==> config.mk <==
export PLATFORM = sky130hd
export DESIGN_NAME = elevator_car_flat
export DESIGN_NICKNAME = d
export VERILOG_FILES = /design/src/rtl/elevator_car_if.sv /design/src/rtl/elevator_car.sv /design/src/flat_wrapper.sv
export SDC_FILE = /design/constraint.sdc
export NUM_CORES = 1
export LEC_CHECK = 0
export CORE_MARGIN = 5
export CORE_UTILIZATION = 38
export CTS_BUF_LIST = sky130_fd_sc_hd__clkbuf_2 sky130_fd_sc_hd__clkbuf_4 sky130_fd_sc_hd__clkbuf_8
export DETAILED_ROUTE_END_ITERATION = 10
export DONT_BUFFER_PORTS = 1
export REMOVE_ABC_BUFFERS = 1
export SYNTH_ARGS = -nofsm -noshare
export SYNTH_HDL_FRONTEND = slang
export SYNTH_SLANG_ARGS = --single-unit
==> constraint.sdc <==
create_clock -name clk -period 2.5 [get_ports clk]
set_input_delay 0.5 -clock clk [delete_from_list [all_inputs] [get_ports clk]]
set_output_delay 0.5 -clock clk [all_outputs]
set_load 0.01 [all_outputs]
==> src/rtl/elevator_car_if.sv <==
// Command/status bundle between the elevator controller (master) and the car/door plant (slave).
interface elevator_car_if #(
  parameter int unsigned FLOOR_W = 3
);
  logic               cmd_up;
  logic               cmd_down;
  logic               cmd_open;
  logic               fault_clr;
  logic               ready_o;
  logic [FLOOR_W-1:0] floor_o;
  logic [1:0]         dir_o;
  logic               arrive_o;
  logic               door_open_o;
  logic               door_busy_o;
  logic               door_done_o;
  logic               fault_o;

  modport master (
    output cmd_up, cmd_down, cmd_open, fault_clr,
    input  ready_o, floor_o, dir_o, arrive_o, door_open_o, door_busy_o, door_done_o, fault_o
  );

  modport slave (
    input  cmd_up, cmd_down, cmd_open, fault_clr,
    output ready_o, floor_o, dir_o, arrive_o, door_open_o, door_busy_o, door_done_o, fault_o
  );
endinterface

==> src/rtl/elevator_car.sv <==
// Car/door plant: moves one floor per accepted up/down command and sequences the door
// open/hold/close cycle, reporting floor, direction, arrival, door status and faults.
module elevator_car #(
  parameter int unsigned FLOORS        = 8,
  parameter int unsigned FLOOR_W       = 3,
  parameter int unsigned TRAVEL_CYC    = 100,
  parameter int unsigned DOOR_MOVE_CYC = 20,
  parameter int unsigned DOOR_CYC      = 200
) (
  input  logic          clk,
  input  logic          rst,
  elevator_car_if.slave bus
);

  typedef enum logic [2:0] {
    IDLE,
    MOVE,
    D_OPENING,
    D_OPEN,
    D_CLOSING
  } state_t;

  localparam int unsigned CMAX_A = (TRAVEL_CYC > DOOR_CYC) ? TRAVEL_CYC : DOOR_CYC;
  localparam int unsigned CMAX   = (CMAX_A > DOOR_MOVE_CYC) ? CMAX_A : DOOR_MOVE_CYC;
  localparam int unsigned CW     = (CMAX > 1) ? $clog2(CMAX) : 1;

  localparam logic [CW-1:0]      TRAVEL_LD = CW'(TRAVEL_CYC - 1);
  localparam logic [CW-1:0]      DMOVE_LD  = CW'(DOOR_MOVE_CYC - 1);
  localparam logic [CW-1:0]      HOLD_LD   = CW'(DOOR_CYC - 1);
  localparam logic [FLOOR_W-1:0] TOP_FLOOR = FLOOR_W'(FLOORS - 1);

  state_t             state_q, state_d;
  logic [CW-1:0]      cnt_q, cnt_d;
  logic [FLOOR_W-1:0] floor_q, floor_d;
  logic               up_q, up_d;
  logic               arrive_q, arrive_d;
  logic               done_q, done_d;
  logic               fault_q, fault_set;

  always_ff @(posedge clk or posedge rst) begin
    if (rst) begin
      state_q  <= IDLE;
      cnt_q    <= '0;
      floor_q  <= '0;
      up_q     <= 1'b0;
      arrive_q <= 1'b0;
      done_q   <= 1'b0;
      fault_q  <= 1'b0;
    end else begin
      state_q  <= state_d;
      cnt_q    <= cnt_d;
      floor_q  <= floor_d;
      up_q     <= up_d;
      arrive_q <= arrive_d;
      done_q   <= done_d;
      // a new illegal command outranks a simultaneous clear
      if (fault_set)         fault_q <= 1'b1;
      else if (bus.fault_clr) fault_q <= 1'b0;
    end
  end

  always_comb begin
    state_d   = state_q;
    cnt_d     = cnt_q;
    floor_d   = floor_q;
    up_d      = up_q;
    arrive_d  = 1'b0;
    done_d    = 1'b0;
    fault_set = 1'b0;
    unique case (state_q)
      IDLE: begin
        if (bus.cmd_up && bus.cmd_down) begin
          fault_set = 1'b1;
        end else if (bus.cmd_open) begin
          state_d = D_OPENING;
          cnt_d   = DMOVE_LD;
        end else if (bus.cmd_up) begin
          if (floor_q == TOP_FLOOR) begin
            fault_set = 1'b1;
          end else begin
            state_d = MOVE;
            up_d    = 1'b1;
            cnt_d   = TRAVEL_LD;
          end
        end else if (bus.cmd_down) begin
          if (floor_q == '0) begin
            fault_set = 1'b1;
          end else begin
            state_d = MOVE;
            up_d    = 1'b0;
            cnt_d   = TRAVEL_LD;
          end
        end
      end
      MOVE: begin
        if (cnt_q == '0) begin
          state_d  = IDLE;
          floor_d  = up_q ? floor_q + FLOOR_W'(1) : floor_q - FLOOR_W'(1);
          arrive_d = 1'b1;
        end else begin
          cnt_d = cnt_q - CW'(1);
        end
      end
      D_OPENING: begin
        if (cnt_q == '0) begin
          state_d = D_OPEN;
          cnt_d   = HOLD_LD;
        end else begin
          cnt_d = cnt_q - CW'(1);
        end
      end
      D_OPEN: begin
        if (bus.cmd_open) begin
          cnt_d = HOLD_LD;
        end else if (cnt_q == '0) begin
          state_d = D_CLOSING;
          cnt_d   = DMOVE_LD;
        end else begin
          cnt_d = cnt_q - CW'(1);
        end
      end
      D_CLOSING: begin
        if (bus.cmd_open) begin
          state_d = D_OPENING;
          cnt_d   = DMOVE_LD;
        end else if (cnt_q == '0) begin
          state_d = IDLE;
          done_d  = 1'b1;
        end else begin
          cnt_d = cnt_q - CW'(1);
        end
      end
      default: state_d = IDLE;
    endcase
  end

  assign bus.ready_o     = (state_q == IDLE);
  assign bus.floor_o     = floor_q;
  assign bus.dir_o       = (state_q == MOVE) ? (up_q ? 2'd2 : 2'd1) : 2'd0;
  assign bus.arrive_o    = arrive_q;
  assign bus.door_open_o = (state_q == D_OPEN);
  assign bus.door_busy_o = (state_q == D_OPENING) || (state_q == D_OPEN) || (state_q == D_CLOSING);
  assign bus.door_done_o = done_q;
  assign bus.fault_o     = fault_q;

endmodule
==> src/flat_wrapper.sv <==
// flat-port wrapper written by rule: the top's interface ports become plain ports
module elevator_car_flat 
#(
  parameter int unsigned FLOORS        = 8,
  parameter int unsigned FLOOR_W       = 3,
  parameter int unsigned TRAVEL_CYC    = 100,
  parameter int unsigned DOOR_MOVE_CYC = 20,
  parameter int unsigned DOOR_CYC      = 200
)
  (clk, rst, bus_cmd_up, bus_cmd_down, bus_cmd_open, bus_fault_clr, bus_ready_o, bus_floor_o, bus_dir_o, bus_arrive_o, bus_door_open_o, bus_door_busy_o, bus_door_done_o, bus_fault_o);
  elevator_car_if #(.FLOOR_W(FLOOR_W)) bus_i ();
  input  logic clk;
  input  logic rst;
  input wire logic [$bits(bus_i.cmd_up)-1:0] bus_cmd_up;
  input wire logic [$bits(bus_i.cmd_down)-1:0] bus_cmd_down;
  input wire logic [$bits(bus_i.cmd_open)-1:0] bus_cmd_open;
  input wire logic [$bits(bus_i.fault_clr)-1:0] bus_fault_clr;
  output wire logic [$bits(bus_i.ready_o)-1:0] bus_ready_o;
  output wire logic [$bits(bus_i.floor_o)-1:0] bus_floor_o;
  output wire logic [$bits(bus_i.dir_o)-1:0] bus_dir_o;
  output wire logic [$bits(bus_i.arrive_o)-1:0] bus_arrive_o;
  output wire logic [$bits(bus_i.door_open_o)-1:0] bus_door_open_o;
  output wire logic [$bits(bus_i.door_busy_o)-1:0] bus_door_busy_o;
  output wire logic [$bits(bus_i.door_done_o)-1:0] bus_door_done_o;
  output wire logic [$bits(bus_i.fault_o)-1:0] bus_fault_o;
  assign bus_i.cmd_up = bus_cmd_up;
  assign bus_i.cmd_down = bus_cmd_down;
  assign bus_i.cmd_open = bus_cmd_open;
  assign bus_i.fault_clr = bus_fault_clr;
  assign bus_ready_o = bus_i.ready_o;
  assign bus_floor_o = bus_i.floor_o;
  assign bus_dir_o = bus_i.dir_o;
  assign bus_arrive_o = bus_i.arrive_o;
  assign bus_door_open_o = bus_i.door_open_o;
  assign bus_door_busy_o = bus_i.door_busy_o;
  assign bus_door_done_o = bus_i.door_done_o;
  assign bus_fault_o = bus_i.fault_o;
  elevator_car #(.FLOORS(FLOORS), .FLOOR_W(FLOOR_W), .TRAVEL_CYC(TRAVEL_CYC), .DOOR_MOVE_CYC(DOOR_MOVE_CYC), .DOOR_CYC(DOOR_CYC)) u_core (.clk(clk), .rst(rst), .bus(bus_i));
endmodule
Yosys cells after proc, flatten, opt, wreduce, memory -nomap -nowiden
Index checks and enable logic that the tools add are counted.

Word-level logic and storage cells: 83. Bits in latches: 0. Register bits after elaboration: 18. Input bits: 6. ROM bits: 0. Memories: 0. Memory bits (writable): 0.

Muxes and demuxes: 44. Bitwise gates (word level): 2. Div/mod/pow operators: 0. $add $sub $neg: 3. Shifts and indexed selects: 0. Magnitude comparators: 0. $mul: 0. Reductions and logical operators: 13. Equal/unequal tests: 14.

Operators by type and width (count): 8-bit 2-to-1 mux (11); 8-bit one-hot mux with 5 select lines (1); 3-bit 2-to-1 mux (12); 1-bit 2-to-1 mux (17); 3-bit one-hot mux with 5 select lines (1); 4-bit inequality test (second input constant) (3); 8-bit logical NOT (1); 2-bit inequality test (second input constant) (4); 8-bit by 1-bit subtractor with 8-bit output (second input constant) (1); 7-bit AND reduction (1); 3-bit by 2-bit == test with 1-bit output (second input constant) (2); 3-bit == test (second input constant) (2); 3-bit logical NOT (2); 6-bit AND reduction (1); 5-bit AND reduction (1); 5-bit nonzero test (1); 2-bit 2-to-1 mux (2); 2-bit by 1-bit inequality test with 1-bit output (second input constant) (2); 2-bit nonzero test (2); 3-bit by 1-bit adder with 3-bit output (second input constant) (1); 3-bit by 1-bit == test with 1-bit output (second input constant) (1); 3-bit by 1-bit subtractor with 3-bit output (second input constant) (1); 1-bit logical OR (2); 1-bit inverter (2); other kinds (2) (2).

Depth between registers and ports, before layout
Gate-level depths: netlist of the first run.

Depth after elaboration: 8. Depth in mapped cells: 11. Depth with buffers taken out: 10.

Worst setup path before layout of the first run
No wires, ideal clock.

Kind: reg2reg. Start: register u_core.cnt_q[0]. End: register u_core.floor_q[1], in the netlist u_core.bus.floor_o[1]. Buffers on the path: 1. Stages on the path, launching flop included: 9. Path slack: 0.539 ns. Arrival time: 1.836 ns. Path through: dfrtp_1 inv_1 ha_1 nor4b_4 and2_1 buf_6 inv_6 or3_4 mux2_4.

Cells in the longest elaborated chain, start to end: 2.

Ends and longest elaborated chain: start: declaration (line elevator_car.sv:33) `logic [CW-1:0] cnt_q, cnt_d;`; start signal: assignment (line elevator_car.sv:51) `cnt_q <= cnt_d;`; 8-bit logical NOT (line elevator_car.sv:96) `if (cnt_q == '0) begin`; 2-bit AND reduction (no line); end signal: assignment (line elevator_car.sv:52) `floor_q <= floor_d;`; end: declaration (line elevator_car.sv:34) `logic [FLOOR_W-1:0] floor_q, floor_d;`.

Every way passes these cells. A chain may end at the register's enable or synchronous reset.

Worst setup path in the final report of the first run
Start: register u_core.state_q[2]. End: output port bus_door_open_o.

Cells in the longest elaborated chain, start to end: 1.

Ends and longest elaborated chain: start: declaration (line elevator_car.sv:32) `state_t state_q, state_d;`; start signal: assignment (line elevator_car.sv:50) `state_q <= state_d;`; 3-bit by 2-bit == test with 1-bit output (line elevator_car.sv:141) `assign bus.door_open_o = (state_q == D_OPEN);`; end: declaration (line flat_wrapper.sv:22) `output wire logic [$bits(bus_i.door_open_o)-1:0] bus_door_open_o;`.

Every way passes these cells.

==> flow_summary.html, run 1 <==
<table>
<tr><th>Metric</th><th>Value</th></tr>
<tr><th colspan="2">Outcome</th></tr>
<tr><td>Outcome</td><td>complete, no violations</td></tr>
<tr><th colspan="2">Timing</th></tr>
<tr><td>Final-layout setup total negative slack</td><td>0 ps</td></tr>
<tr><td>Number of failing setup endpoints in the final timing report</td><td>0</td></tr>
<tr><td>Unrepaired setup endpoints after global routing</td><td>no</td></tr>
<tr><td>Final period demand of the worst path</td><td>2270 ps</td></tr>
<tr><td>Clock Skews</td><td>10.1 ps</td></tr>
<tr><td>Fin. Hold Viols</td><td>0</td></tr>
<tr><td>Max frequency</td><td>0.440 GHz</td></tr>
<tr><td>Worst hold slack</td><td>183 ps</td></tr>
<tr><td>Final count of pins violating max slew</td><td>0</td></tr>
<tr><td>Worst slew margin</td><td>52.0%</td></tr>
<tr><td>Pin slew with the least headroom to its limit</td><td>718 ps</td></tr>
<tr><td>Period Utilization, post-route</td><td>90.9%</td></tr>
<tr><th colspan="2">Clocking</th></tr>
<tr><td>Clock root buffer master</td><td>clkbuf_4</td></tr>
<tr><td>Total setup buffers inserted after CTS</td><td>0</td></tr>
<tr><td>Total of hold buffers inserted after clock tree synthesis</td><td>0</td></tr>
<tr><td>Number of instances resized during post-cts repair</td><td>0</td></tr>
<tr><td>CTS tree</td><td>done</td></tr>
<tr><td>CTS clk-pin slew, worst paths</td><td>110 ps</td></tr>
<tr><td>Insertion delay to the later sink of the worst-skew pair</td><td>310 ps</td></tr>
<tr><td>Number of buffers inserted during clock tree synthesis</td><td>3</td></tr>
<tr><td>Clock Path Buffers</td><td>2</td></tr>
<tr><td>Total number of clock tree sinks</td><td>18</td></tr>
<tr><td>Number of levels the H-tree was split into</td><td>1</td></tr>
<tr><th colspan="2">Power and ir drop</th></tr>
<tr><td>Proportion of power drawn by combinational gates</td><td>49.1%</td></tr>
<tr><td>Switching Share</td><td>46.8%</td></tr>
<tr><td>Internal portion of total power</td><td>0.000765 W</td></tr>
<tr><td>Clock share of power</td><td>10.6%</td></tr>
<tr><td>Leakage power</td><td>0.584 nW</td></tr>
<tr><td>Sequential share of power</td><td>40.2%</td></tr>
<tr><td>NetSw</td><td>0.000672 W</td></tr>
<tr><td>Pwr/cell area</td><td>1060 mW/mm^2</td></tr>
<tr><td>Peak supply drop</td><td>437 uV</td></tr>
<tr><th colspan="2">Placement</th></tr>
<tr><td>Post-placement cell area</td><td>0.00133 mm^2</td></tr>
<tr><td>DPL Wire Length</td><td>2280 um</td></tr>
<tr><td>Placer's final routability congestion estimate</td><td>0.901</td></tr>
<tr><td>Total of buffers placed on input and output ports</td><td>0</td></tr>
<tr><th colspan="2">Drt</th></tr>
<tr><td>Wire length per cell after detailed routing</td><td>16.5 um</td></tr>
<tr><td>Drc violations</td><td>0</td></tr>
<tr><td>Detailed Routing Iterations Pass 1</td><td>6</td></tr>
<tr><td>Number of DRC markers after the initial detailed-route iteration</td><td>51</td></tr>
<tr><td>Overall via count from detail_route</td><td>1,138</td></tr>
<tr><td>Number of nets with antenna violations after routing</td><td>0</td></tr>
<tr><td>Total wire length</td><td>3180 um</td></tr>
<tr><td>Number of vias per cell</td><td>5.90</td></tr>
<tr><th colspan="2">Floorplanning</th></tr>
<tr><td>Overall die width</td><td>68.8 um</td></tr>
<tr><td>Std cell rows</td><td>21</td></tr>
<tr><td>Area inside the core boundary</td><td>0.00334 mm^2</td></tr>
<tr><td>Height of the chip</td><td>68.8 um</td></tr>
<tr><td>Die area</td><td>0.00473 mm^2</td></tr>
<tr><td>Ports placed on the boundary</td><td>17</td></tr>
<tr><td>Initial standard-cell utilization of the core</td><td>39.3%</td></tr>
<tr><th colspan="2">Setup path</th></tr>
<tr><td>List of cells traversed by the critical path</td><td>clkinv_1 &gt; nand2_1 &gt; nor2_1</td></tr>
<tr><td>Critical path arrival</td><td>1770 ps</td></tr>
<tr><td>Crit Path Max Fanout</td><td>14</td></tr>
<tr><td>Critical Setup Path Class</td><td>flip-flop to output port</td></tr>
<tr><td>Max stage delay cell, worst path</td><td>dfrtp_1</td></tr>
<tr><td>Worst setup SP type</td><td>flip-flop</td></tr>
<tr><td>CP required</td><td>2000 ps</td></tr>
<tr><td>Delay of the slowest cell on the worst path</td><td>650 ps</td></tr>
<tr><td>Setup slack of the most critical reg-to-reg path</td><td>340 ps</td></tr>
<tr><td>Crit path capture type</td><td>output port</td></tr>
<tr><th colspan="2">Synth</th></tr>
<tr><td>Number of cells produced by synthesis</td><td>152</td></tr>
<tr><td>Total of flip-flops plus latches after synthesis</td><td>18</td></tr>
<tr><td>Most used flip-flop cell after synthesis</td><td>dfrtp_1</td></tr>
<tr><td>Portion of synthesized cell area occupied by the leading cell type</td><td>34.3%</td></tr>
<tr><td>Warnings, synthesis</td><td>0</td></tr>
<tr><td>Portion of the post-synthesis area used by sequential elements</td><td>34.3%</td></tr>
<tr><td>Biggest area contributors in the synthesized netlist</td><td>dfrtp_1 (34%), nor2_1 (4.0%), xnor2_1 (4.0%)</td></tr>
<tr><td>Cell accounting for the most synthesized area</td><td>dfrtp_1</td></tr>
<tr><td>Syn avg cell area</td><td>8.63 um^2</td></tr>
<tr><td>Number of flops mapped to enable cells by yosys</td><td>0</td></tr>
<tr><td>Async set-or-reset flop fraction in the synthesized netlist</td><td>100%</td></tr>
<tr><td>Synthesized cell area</td><td>0.00131 mm^2</td></tr>
<tr><td>Post-synth cell types</td><td>49</td></tr>
<tr><th colspan="2">Global routing</th></tr>
<tr><td>Initial antenna violation count</td><td>0</td></tr>
<tr><td>Global-route wire length before repair</td><td>5180 um</td></tr>
<tr><td>Largest net degree at the start of global routing</td><td>20</td></tr>
<tr><td>GRT Resource Usage Total</td><td>15.0%</td></tr>
<tr><td>Number of global-route vias before repair</td><td>1,069</td></tr>
<tr><td>Final global-route overflow total</td><td>0</td></tr>
<tr><th colspan="2">Layout</th></tr>
<tr><td>N_diodes</td><td>0</td></tr>
<tr><td>Filler cells</td><td>356</td></tr>
<tr><td>Commonest non-fill, non-tap cell in the layout</td><td>dfrtp_1</td></tr>
<tr><td>Sequential standard cell area</td><td>450 um^2</td></tr>
<tr><td>Post-route standard cell area excluding fillers</td><td>0.00135 mm^2</td></tr>
<tr><td>Most frequent cells in the layout</td><td>dfrtp_1 (18), nor2_1 (14), nand2_1 (10), o21ai_0 (10), inv_1 (9)</td></tr>
<tr><td>Net count of the finished layout</td><td>159</td></tr>
<tr><td>Final core occ</td><td>40.5%</td></tr>
<tr><td>Share of layout cells above drive strength 1</td><td>7.48%</td></tr>
<tr><td>Synthesis-to-finish area growth</td><td>2.96%</td></tr>
<tr><td>Area of the multi-input gates</td><td>767 um^2</td></tr>
<tr><th colspan="2">Flow run</th></tr>
<tr><td>Total of max-cap violations</td><td>0</td></tr>
<tr><th colspan="2">Worst hold path</th></tr>
<tr><td>Tightest Hold Check Type</td><td>primary input to asynchronous set/reset pin</td></tr>
</table>
-- routing by layer --
layer  up-vias  share of wire, %  routed length [um]  GRT usage [%]
met1       549                47                1510           19.6
li1        543                 -                   -              -
met3         9               6.2                 196           4.54
met5         -                 0                   0              0
met2        37                44                1410           21.6
met4         0               2.3                  72           9.00
-- layout make-up --
cell class / count / area share (%)
well taps: 46 / 4.26
inverters: 11 / 3.43
multi-input cells: 114 / 56.8
clock buffers: 3 / 1.67
flip-flops and latches: 18 / 33.3
repair buffers: 1 / 0.556
-- cells by family after synthesis --
| logic type | Yosys count | share of synthesized area, % |
|---|---|---|
| AO/OA/AOI/OAI | 47 | 24.7 |
| XOR/XNOR | 8 | 5.34 |
| adder cells (fa/ha/maj) | 4 | 4.39 |
| buffers and inverters | 20 | 7.24 |
| flip-flops | 18 | 34.3 |
| multiplexers | 2 | 1.91 |
| AND/OR/NAND/NOR | 53 | 22.1 |
-- worst max-delay path, delay by kind of cell, from the launching register on --
kind | cells | cell delay [ps]
buf+inv | 1 | 380
flops | 1 | 650
simple gates | 2 | 440
-- cell usage after synthesis, types with 3 or more instances --
| cell | n |
|---|---|
| dfrtp_1 | 18 |
| nor2_1 | 14 |
| nand2_1 | 10 |
| o21ai_0 | 10 |
| inv_1 | 9 |
| a21oi_1 | 7 |
| clkbuf_1 | 7 |
| nor3_1 | 6 |
| xnor2_1 | 6 |
| or3_1 | 5 |
| o22ai_1 | 4 |
| a21boi_0 | 3 |
| ha_1 | 3 |
| nand3_1 | 3 |
| o211ai_1 | 3 |
-- sequential cells by signal, indices dropped and copies added (netlist names) --
name and cells:
u_core.cnt_q 8, u_core.bus.floor_o 3, u_core.state_q 3, u_core.bus.arrive_o 1
u_core.bus.door_done_o 1, u_core.bus.fault_o 1, u_core.up_q 1
-- metrics by stage --
stage                     instances  worst slack [ps]  power (W)
after detailed placement        190               377    0.00129
final                           193               227    0.00144
after CTS                       193               253    0.00144
after floorplan                 143               441    0.00111
after global routing            193              74.9    0.00156
after global placement          190               469    0.00126
-- path summary, 6_finish.rpt --
kind	cells after the start	startpoint	end
max	3	u_core.state_q[2]	bus_door_open_o
min	1	rst	u_core.cnt_q[6]
max reg2reg	10	u_core.cnt_q[0]	u_core.cnt_q[0]
min reg2reg	2	u_core.cnt_q[1]	u_core.cnt_q[1]
max in group asynchronous	1	rst	u_core.state_q[0]
min in group clk	1	bus_cmd_open	u_core.state_q[2]
-- power by group through the flow --
stage | clock [W] | combinational [W] | sequential [W]
floorplan | 0 | 0.000577 | 0.000530
global placement | 0 | 0.000688 | 0.000573
detailed placement | 0 | 0.000707 | 0.000579
CTS | 0.000161 | 0.000707 | 0.000575
global route | 0.000178 | 0.000788 | 0.000597
finish | 0.000153 | 0.000706 | 0.000578
No activity file was read; power rests on OpenSTA's default activity.
==> inputs of run 2 (changes only) <==
GPL_TIMING_DRIVEN = 0   (was default)
==> run 2 against run 1 <==
  * Register-to-register slack got worse by 140 ps
  * Critical path depth up 7
  * Worst setup slack got worse by 30 ps
  * Global-route usage decreased by 1.6 points
  * Sequential share of layout area up 0.16 points
  * Fmax shrank 1.3%
  * Total power down 1.7%
  * Combinational power decreased by 2%
  * Largest power group unchanged
==> flow_summary.html, run 2 (same netlist as run 1, synthesis figures left out) <==
<table>
<tr><th>Metric</th><th>Value</th></tr>
<tr><th colspan="2">Timing</th></tr>
<tr><td>Period Utilization, post-route</td><td>92.1%</td></tr>
<tr><td>Final period demand of the worst path</td><td>2300 ps</td></tr>
<tr><td>Final WS setup</td><td>197 ps</td></tr>
<tr><td>Fin. Hold Viols</td><td>0</td></tr>
<tr><td>Pin slew with the least headroom to its limit</td><td>749 ps</td></tr>
<tr><td>Number of failing setup endpoints in the final timing report</td><td>0</td></tr>
<tr><td>Worst hold slack</td><td>191 ps</td></tr>
<tr><td>Clock Skews</td><td>1.36 ps</td></tr>
<tr><td>Max frequency</td><td>0.434 GHz</td></tr>
<tr><td>Worst slew margin</td><td>49.4%</td></tr>
<tr><td>Unrepaired setup endpoints after global routing</td><td>no</td></tr>
<tr><td>Final-layout setup total negative slack</td><td>0 ps</td></tr>
<tr><td>Final count of pins violating max slew</td><td>0</td></tr>
<tr><th colspan="2">Setup path</th></tr>
<tr><td>R2R cell count</td><td>10</td></tr>
<tr><td>Critical path arrival</td><td>2470 ps</td></tr>
<tr><td>CP required</td><td>2660 ps</td></tr>
<tr><td>Most Frequent Cell on Critical Path</td><td>ha_1</td></tr>
<tr><td>Critical Setup Path Class</td><td>flip-flop to flip-flop</td></tr>
<tr><td>Max stage delay cell, worst path</td><td>dfrtp_1</td></tr>
<tr><td>End of the worst register-to-register path</td><td>u_core.cnt_q[0]</td></tr>
<tr><td>Worst setup SP type</td><td>flip-flop</td></tr>
<tr><td>Crit path capture type</td><td>flip-flop</td></tr>
<tr><td>Delay of the slowest cell on the worst path</td><td>420 ps</td></tr>
<tr><td>List of cells traversed by the critical path</td><td>inv_1 &gt; ha_1 &gt; nor4b_4 &gt; and2_2 &gt; inv_6 &gt; ha_1 &gt; nor2_1 &gt; a31oi_1 &gt; o221ai_1 &gt; o21ai_0</td></tr>
<tr><td>Setup slack of the most critical reg-to-reg path</td><td>200 ps</td></tr>
<tr><td>Crit Path Max Fanout</td><td>9</td></tr>
<tr><td>Reg-to-Reg Start</td><td>u_core.cnt_q[0]</td></tr>
<tr><th colspan="2">Drt</th></tr>
<tr><td>Highest layer used for signal routing</td><td>met4</td></tr>
<tr><td>Total met3 wirelength after detailed routing</td><td>173 um</td></tr>
<tr><td>Total wire length</td><td>2920 um</td></tr>
<tr><td>Met2 WL</td><td>1350 um</td></tr>
<tr><td>Overall via count from detail_route</td><td>1,121</td></tr>
<tr><td>Detailed-routing wirelength on met1</td><td>1350 um</td></tr>
<tr><td>Number of nets with antenna violations after routing</td><td>0</td></tr>
<tr><td>Number of vias per cell</td><td>5.84</td></tr>
<tr><td>Drc violations</td><td>0</td></tr>
<tr><td>Number of DRC markers after the initial detailed-route iteration</td><td>42</td></tr>
<tr><td>Detailed Routing Iterations Pass 1</td><td>4</td></tr>
<tr><td>Wire length per cell after detailed routing</td><td>15.2 um</td></tr>
<tr><th colspan="2">Placement</th></tr>
<tr><td>Total of buffers placed on input and output ports</td><td>0</td></tr>
<tr><td>Placer's final routability congestion estimate</td><td>0.797</td></tr>
<tr><td>Setup slack after placement</td><td>95.9 ps</td></tr>
<tr><td>Post-placement cell count</td><td>189</td></tr>
<tr><td>DPL Wire Length</td><td>2210 um</td></tr>
<tr><th colspan="2">Floorplanning</th></tr>
<tr><td>Ports placed on the boundary</td><td>17</td></tr>
<tr><td>Initial standard-cell utilization of the core</td><td>39.3%</td></tr>
<tr><td>Area inside the core boundary</td><td>0.00334 mm^2</td></tr>
<tr><td>Height of the chip</td><td>68.8 um</td></tr>
<tr><td>Std cell rows</td><td>21</td></tr>
<tr><td>Overall die width</td><td>68.8 um</td></tr>
<tr><td>Die area</td><td>0.00473 mm^2</td></tr>
<tr><th colspan="2">Clocking</th></tr>
<tr><td>Clock Path Buffers</td><td>2</td></tr>
<tr><td>CTS clk-pin slew, worst paths</td><td>100 ps</td></tr>
<tr><td>CTS tree</td><td>done</td></tr>
<tr><td>Insertion delay to the later sink of the worst-skew pair</td><td>290 ps</td></tr>
<tr><td>Total number of clock tree sinks</td><td>18</td></tr>
<tr><td>Number of buffers inserted during clock tree synthesis</td><td>3</td></tr>
<tr><td>Number of levels the H-tree was split into</td><td>1</td></tr>
<tr><td>Clock root buffer master</td><td>clkbuf_4</td></tr>
<tr><th colspan="2">Power and ir drop</th></tr>
<tr><td>Pwr/cell area</td><td>1050 mW/mm^2</td></tr>
<tr><td>Leakage power</td><td>0.579 nW</td></tr>
<tr><td>Power consumption</td><td>0.00141 W</td></tr>
<tr><td>Peak supply drop</td><td>443 uV</td></tr>
<tr><th colspan="2">Layout</th></tr>
<tr><td>Non-filler instance count after layout</td><td>192</td></tr>
<tr><td>Net count of the finished layout</td><td>158</td></tr>
<tr><td>Synthesis-to-finish area growth</td><td>2.48%</td></tr>
<tr><td>Filler cells</td><td>351</td></tr>
<tr><td>Register ranked first by flip-flop count</td><td>u_core.cnt_q</td></tr>
<tr><td>Most frequent cells in the layout</td><td>dfrtp_1 (18), nor2_1 (14), nand2_1 (10), o21ai_0 (10), inv_1 (9)</td></tr>
<tr><td>Commonest non-fill, non-tap cell in the layout</td><td>dfrtp_1</td></tr>
<tr><td>Share of layout cells above drive strength 1</td><td>7.53%</td></tr>
<tr><td>Flip-flop count of the largest register, all copies and words added</td><td>8</td></tr>
<tr><td>N_diodes</td><td>0</td></tr>
<tr><th colspan="2">Global routing</th></tr>
<tr><td>Final global-route overflow total</td><td>0</td></tr>
<tr><td>Number of global-route vias before repair</td><td>1,014</td></tr>
<tr><td>Largest net degree at the start of global routing</td><td>20</td></tr>
<tr><td>Global-route wire length before repair</td><td>4840 um</td></tr>
<tr><td>GRT Resource Usage Total</td><td>13.4%</td></tr>
<tr><td>Initial antenna violation count</td><td>0</td></tr>
<tr><th colspan="2">Flow run</th></tr>
<tr><td>Total of max-cap violations</td><td>0</td></tr>
<tr><th colspan="2">Worst hold path</th></tr>
<tr><td>Tightest Hold Check Type</td><td>primary input to asynchronous set/reset pin</td></tr>
<tr><th colspan="2">Outcome</th></tr>
<tr><td>Outcome</td><td>complete, no violations</td></tr>
</table>
-- run 2: cell types whose count changed in the layout (fill, tap and decap cells not counted) --
| cell | previous run | this run |
|---|---|---|
| and2_1 | 1 | 0 |
| and2_2 | 0 | 1 |
| buf_4 | 1 | 0 |
-- run 2: cell type report --
class                   instances  area, um^2  area share, %
clock buffers                   3        22.5           1.67
inverters                      11        46.3           3.44
multi-input cells             114         768           57.1
flip-flops and latches         18         450           33.5
well taps                      46        57.6           4.28
-- run 2: worst max-delay path by stage --
stage	endpoint	start	slack (ps)
final	u_core.cnt_q[0]	u_core.cnt_q[0]	200
after global routing	u_core.cnt_q[0]	u_core.cnt_q[0]	30
after CTS	u_core.cnt_q[0]	u_core.cnt_q[0]	60
after detailed placement	u_core.cnt_q[0]	u_core.cnt_q[0]	100
after global placement	u_core.cnt_q[0]	u_core.cnt_q[0]	150
after floorplan	u_core.cnt_q[0]	u_core.cnt_q[0]	440
-- run 2: where the power goes --
| part | total (W) | internal, W | switching, W |
|---|---|---|---|
| logic | 0.000694 | 0.000319 | 0.000374 |
| registers | 0.000571 | 0.000389 | 0.000183 |
| clock network | 0.000147 | 0.0000561 | 0.0000910 |
-- run 2: per-layer routing --
layer | vias to the layer above | GRT usage [%]
met5 | - | 0
met4 | 0 | 5.35
met3 | 4 | 2.27
met2 | 31 | 20.5
met1 | 540 | 18.8
li1 | 546 | -
-- run 2: through the flow --
step,area [um^2],util (%)
after CTS,1340,40.3
after floorplan,1260,-
after global placement,1320,39.6
after global routing,1350,40.3
after detailed placement,1320,39.6
final,1350,40.3
-- run 2: timing repair --
item,4_1_cts,5_1_grt
hold buffers,0,0
resized for setup,0,1
endpoints found under the setup margin,0,1
buffers inserted,0,0
-- run 2: critical path, delay by kind of cell (launching register included) --
family | cells | cell delay (ps)
buffers and inverters | 2 | 180
flip-flops | 1 | 420
adder cells (fa/ha/maj) | 2 | 480
AND/OR/NAND/NOR | 3 | 740
AO/OA/AOI/OAI | 3 | 360
